--- src/rtl/gpu_pkg.sv ---
// Shared GPU core types: pipeline-stage encodings seen by the scheduler, fetcher,
// decoder, LSUs and ALUs, plus the default core geometry.
package gpu_pkg;

  localparam int DEFAULT_THREADS_PER_BLOCK = 4;
  localparam int DEFAULT_PC_WIDTH          = 8;

  typedef enum logic [2:0] {
    CORE_IDLE    = 3'b000,
    CORE_FETCH   = 3'b001,
    CORE_DECODE  = 3'b010,
    CORE_REQUEST = 3'b011,
    CORE_WAIT    = 3'b100,
    CORE_EXECUTE = 3'b101,
    CORE_UPDATE  = 3'b110,
    CORE_DONE    = 3'b111
  } core_state_t;

  typedef enum logic [2:0] {
    FETCHER_IDLE     = 3'b000,
    FETCHER_FETCHING = 3'b001,
    FETCHER_FETCHED  = 3'b010
  } fetcher_state_t;

  typedef enum logic [1:0] {
    LSU_IDLE       = 2'b00,
    LSU_REQUESTING = 2'b01,
    LSU_WAITING    = 2'b10,
    LSU_DONE       = 2'b11
  } lsu_state_t;

  // A lane still owns the memory port while it is requesting or waiting.
  function automatic logic lsu_is_busy(input logic [1:0] st);
    return (st == LSU_REQUESTING) || (st == LSU_WAITING);
  endfunction

endpackage

--- src/rtl/lane_pc_select.sv ---
// Lowest-enabled-lane priority mux over the per-lane next-PC bus.
// With no lane enabled, lane 0 is selected.
module lane_pc_select #(
  parameter int THREADS  = 4,
  parameter int PC_WIDTH = 8
) (
  input  logic [THREADS-1:0]          thread_enable,
  input  logic [PC_WIDTH*THREADS-1:0] next_pc,
  output logic [PC_WIDTH-1:0]         selected_pc
);

  // Scan from the top down so the lowest enabled lane is the last writer.
  always_comb begin
    selected_pc = next_pc[PC_WIDTH-1:0];
    for (int i = THREADS - 1; i >= 0; i--) begin
      if (thread_enable[i]) begin
        selected_pc = next_pc[PC_WIDTH*i +: PC_WIDTH];
      end
    end
  end

endmodule

--- src/rtl/core_scheduler.sv ---
// Per-core sequencer: walks the instruction pipeline stages, owns the core PC,
// counts retired instructions and flags kernel completion on RET.
module core_scheduler
  import gpu_pkg::*;
#(
  parameter int THREADS_PER_BLOCK = DEFAULT_THREADS_PER_BLOCK,
  parameter int PC_WIDTH          = DEFAULT_PC_WIDTH
) (
  input  logic                            clock,
  input  logic                            reset,
  input  logic                            start,
  input  logic [THREADS_PER_BLOCK-1:0]    thread_enable,
  input  logic                            decoded_ret,
  input  logic [2:0]                      fetcher_state,
  input  logic [2*THREADS_PER_BLOCK-1:0]  lsu_state,
  input  logic [PC_WIDTH*THREADS_PER_BLOCK-1:0] next_pc,
  output logic [2:0]                      core_state,
  output logic [PC_WIDTH-1:0]             current_pc,
  output logic                            done,
  output logic [15:0]                     instr_count
);

  core_state_t          state_q, state_d;
  logic [PC_WIDTH-1:0]  pc_q, pc_d;
  logic                 done_q, done_d;
  logic [15:0]          count_q, count_d;

  logic [THREADS_PER_BLOCK-1:0] lane_busy;
  logic [PC_WIDTH-1:0]          selected_pc;
  logic                         mem_busy;
  logic [15:0]                  count_inc;

  for (genvar gi = 0; gi < THREADS_PER_BLOCK; gi++) begin : g_lane
    assign lane_busy[gi] = thread_enable[gi] && lsu_is_busy(lsu_state[2*gi +: 2]);
  end

  assign mem_busy  = |lane_busy;
  assign count_inc = (count_q == 16'hFFFF) ? count_q : count_q + 16'd1;

  lane_pc_select #(
    .THREADS  (THREADS_PER_BLOCK),
    .PC_WIDTH (PC_WIDTH)
  ) u_lane_pc_select (
    .thread_enable (thread_enable),
    .next_pc       (next_pc),
    .selected_pc   (selected_pc)
  );

  always_comb begin
    state_d = state_q;
    pc_d    = pc_q;
    done_d  = done_q;
    count_d = count_q;
    case (state_q)
      CORE_IDLE: begin
        if (start) begin
          state_d = CORE_FETCH;
          pc_d    = '0;
          count_d = '0;
        end
      end
      CORE_FETCH: begin
        if (fetcher_state == FETCHER_FETCHED) begin
          state_d = CORE_DECODE;
        end
      end
      CORE_DECODE:  state_d = CORE_REQUEST;
      CORE_REQUEST: state_d = CORE_WAIT;
      CORE_WAIT: begin
        if (!mem_busy) begin
          state_d = CORE_EXECUTE;
        end
      end
      CORE_EXECUTE: state_d = CORE_UPDATE;
      CORE_UPDATE: begin
        count_d = count_inc;
        if (decoded_ret) begin
          state_d = CORE_DONE;
          done_d  = 1'b1;
        end else begin
          state_d = CORE_FETCH;
          pc_d    = selected_pc;
        end
      end
      CORE_DONE: begin
        // Terminal until reset; a new launch needs a fresh reset.
        done_d = 1'b1;
      end
      default: state_d = CORE_IDLE;
    endcase
  end

  always_ff @(posedge clock) begin
    if (reset) begin
      state_q <= CORE_IDLE;
      pc_q    <= '0;
      done_q  <= 1'b0;
      count_q <= '0;
    end else begin
      state_q <= state_d;
      pc_q    <= pc_d;
      done_q  <= done_d;
      count_q <= count_d;
    end
  end

  assign core_state  = state_q;
  assign current_pc  = pc_q;
  assign done        = done_q;
  assign instr_count = count_q;

endmodule
--- config.mk ---
export PLATFORM = sky130hd
export DESIGN_NAME = core_scheduler
export DESIGN_NICKNAME = d
export VERILOG_FILES = /design/src/rtl/gpu_pkg.sv /design/src/rtl/lane_pc_select.sv /design/src/rtl/core_scheduler.sv
export SDC_FILE = /design/constraint.sdc
export NUM_CORES = 1
export LEC_CHECK = 0
export ABC_AREA = 1
export CORE_MARGIN = 3
export CORE_UTILIZATION = 45
export DETAILED_ROUTE_END_ITERATION = 16
export PLACE_DENSITY_LB_ADDON = 0.12
export SETUP_SLACK_MARGIN = 0.2
export SYNTH_ARGS = -nofsm -noshare
export SYNTH_HDL_FRONTEND = slang
export SYNTH_SLANG_ARGS = --single-unit
--- constraint.sdc ---
create_clock -name clock -period 2.13 [get_ports clock]
set_input_delay 0.426 -clock clock [delete_from_list [all_inputs] [get_ports clock]]
set_output_delay 0.426 -clock clock [all_outputs]
set_load 0.005 [all_outputs]
==> impl_metrics.json <==
{
  "path_buf_inv": 1,
  "fp.coreArea_mm2": 0.00420,
  "rsz0062_at_grt": "no",
  "seqCellArea_um2": 561,
  "die_area_mm2": 0.00540,
  "initial_core_util_pct": 48.8,
  "ant_nets": 0,
  "diodes": 0,
  "grt_pass1_vias": 2144,
  "report.final.hold_viol_count": 0,
  "final_common_cell": "nand2_1",
  "status": "complete, no violations",
  "worstPathCellList": "clkdlybuf4s50_1",
  "syn_inst": 336,
  "antenna_found_initial": 0,
  "ys_seq_area_share_pct": 27.4,
  "grt_max_degree": 18,
  "relSlewSlack_pct": 78.3,
  "clock_latency_ns": 0.27,
  "die_h_um": 73.5,
  "finalSetupTns_ns": 0,
  "crit_required_ns": 1.70,
  "start_kind": "register",
  "drive_gt1_share_pct": 11.6,
  "synth_largest_area_cell": "dfxtp_1",
  "grt_use_met3_pct": 3.01,
  "r2r_start": "instr_count[1]",
  "fin_crit_sh_pct": 84.2,
  "min-delay-start": "current_pc[4]",
  "async_flop_share_pct": 0,
  "clock_sinks": 28,
  "clk_pin_slew_ns": 0.09,
  "cts_setup_buffers": 0,
  "clock_path_buffers": 2,
  "cts_made_buffers": 3,
  "layout.nets": 467,
  "avgSynthCellArea_um2": 6.10,
  "fmax_ghz": 0.558,
  "synth_edf_count": 0,
  "cp.arrival_ns": 1.37,
  "ys.flop_type": "dfxtp_1",
  "cp_max_fo": 8,
  "hp-class": "reg -> reg",
  "cp_slowest_cell": "clkdlybuf4s50_1",
  "critical_path_class": "reg -> out",
  "area_growth_pct": 43.2,
  "io_pins": 79,
  "drt_iter0_markers": 150,
  "fillers": 380,
  "finalPower_mw": 2.03,
  "finalCriticalPeriod_ns": 1.79,
  "use_met2_pct": 38.0,
  "cp-startpoint": "core_state[1]",
  "wire_per_inst_um": 11.9,
  "cts_tree": "built",
  "overflow": 0,
  "synth_top_area_share_pct": 27.4,
  "finish.instance_area_mm2": 0.00294,
  "synth.area.top_cells": "dfxtp_1 27%, nand2_1 16%, nor2_1 8.8%",
  "clock-skew-final_ns": 0.00227,
  "ys_ff_latch": 28,
  "p_leak_nw": 1.22,
  "drc_errors": 0,
  "grt_first_pass_wirelength_um": 9310,
  "via_per_inst": 5.09,
  "peakVddDrop_mv": 0.558,
  "max_cap_violations": 0,
  "multi_input_area_mm2": 0.00126,
  "yosys_warnings": 0,
  "root_buffer": "clkbuf_8",
  "final_cell_mix": "88 x nand2_1, 78 x clkdlybuf4s50_1, 48 x nor2_1, 39 x inv_1, 28 x dfxtp_1",
  "worst_slew_pin_slew_ns": 0.326,
  "whs_ns": 0.474,
  "cts.htree.levels": 1,
  "rows": 23,
  "setup-violations-final": 0,
  "cts_resized": 0,
  "track_usage_pct": 21.3,
  "top_usage_layer": "met2",
  "syn-cell-area_mm2": 0.00205,
  "place.gp.congestion": 0.836,
  "wirelength_um": 5520,
  "crit_path_end_kind": "primary output",
  "cpLargestDelayFamily": "buffers and inverters",
  "die_w_um": 73.5,
  "met1_usage_pct": 26.8,
  "placed_area_mm2": 0.00288,
  "num_vias": 2360,
  "postCtsHoldBufs": 0,
  "yosysUniqueCellTypes": 31,
  "power_density_mw_per_mm2": 692,
  "synth_nets": 388,
  "first_pass_iters": 4,
  "hpwl_um": 4480,
  "drv_slew": 0,
  "port_buffers": 78,
  "slowest_delay_ns": 0.57
}
cells in the mapped netlist (2+ instances only):
master and n:
nand3_1 23, a21oi_2 8, nor2_1 48, nand2_2 7
inv_2 6, a21oi_1 26, nand4_1 5, inv_1 39
dfxtp_1 28, nor2_4 2, clkbuf_1 8, o21bai_1 2
a31oi_1 2, o21ai_2 5, nand2_1 88, nor3_1 3
o21ai_1 7, nor2_2 2, nand2_4 3, o21ai_0 13
cells by family (layout without fill, tap and decap cells):
kind of cell,Yosys count,after routing,synth area share [%]
AND/OR/NAND/NOR,186,186,41.3
AO/OA/AOI/OAI,66,66,19.7
buffers and inverters,55,133,11.0
flip-flops,28,28,27.4
adder cells (fa/ha/maj),1,1,0.610
flip-flops by register name, summed over array words and instances (netlist names):
name         cells
instr_count     16
done             1
current_pc       8
core_state       3
layer usage:
layer | wire length [µm] | part of all wire [%] | vias up
met1 | 2470 | 45 | 1067
met2 | 2750 | 50 | 51
met4 | 71 | 1.3 | 0
met5 | 0 | 0 | -
met3 | 238 | 4.3 | 9
li1 | - | - | 1233
cell type report:
type                    instances  area share [%]
inverters                      46            5.97
clock buffers                   4            1.88
flip-flops and latches         28            19.1
multi-input cells             253            43.1
repair buffers                 83            27.9
well taps                      50            2.13
through the flow:
step	util (%)	setup slack, ns	instances
floorplan	-	0.626	336
global placement	68.6	0.403	460
detailed placement	68.6	0.332	460
CTS	69.9	0.319	464
global route	69.9	0.273	464
finish	69.9	0.337	464
report_power, final:
part | leakage [nW] | internal (mW) | switching, mW
combinational | 0.962 | 0.406 | 0.634
sequential | 0.227 | 0.574 | 0.0867
clock | 0.0288 | 0.166 | 0.165
total | 1.22 | 1.14 | 0.885
final timing paths:
| path | endpoint | slack, ns | cells after the start |
|---|---|---|---|
| worst max-delay path | core_state[1] | 0.34 | 1 |
| worst max register to register | instr_count[10] | 0.46 | 9 |
| worst min-delay path | current_pc[4] | 0.47 | 2 |
| worst min register to register | current_pc[4] | 0.47 | 2 |
Power figures use the tool's default switching activity.
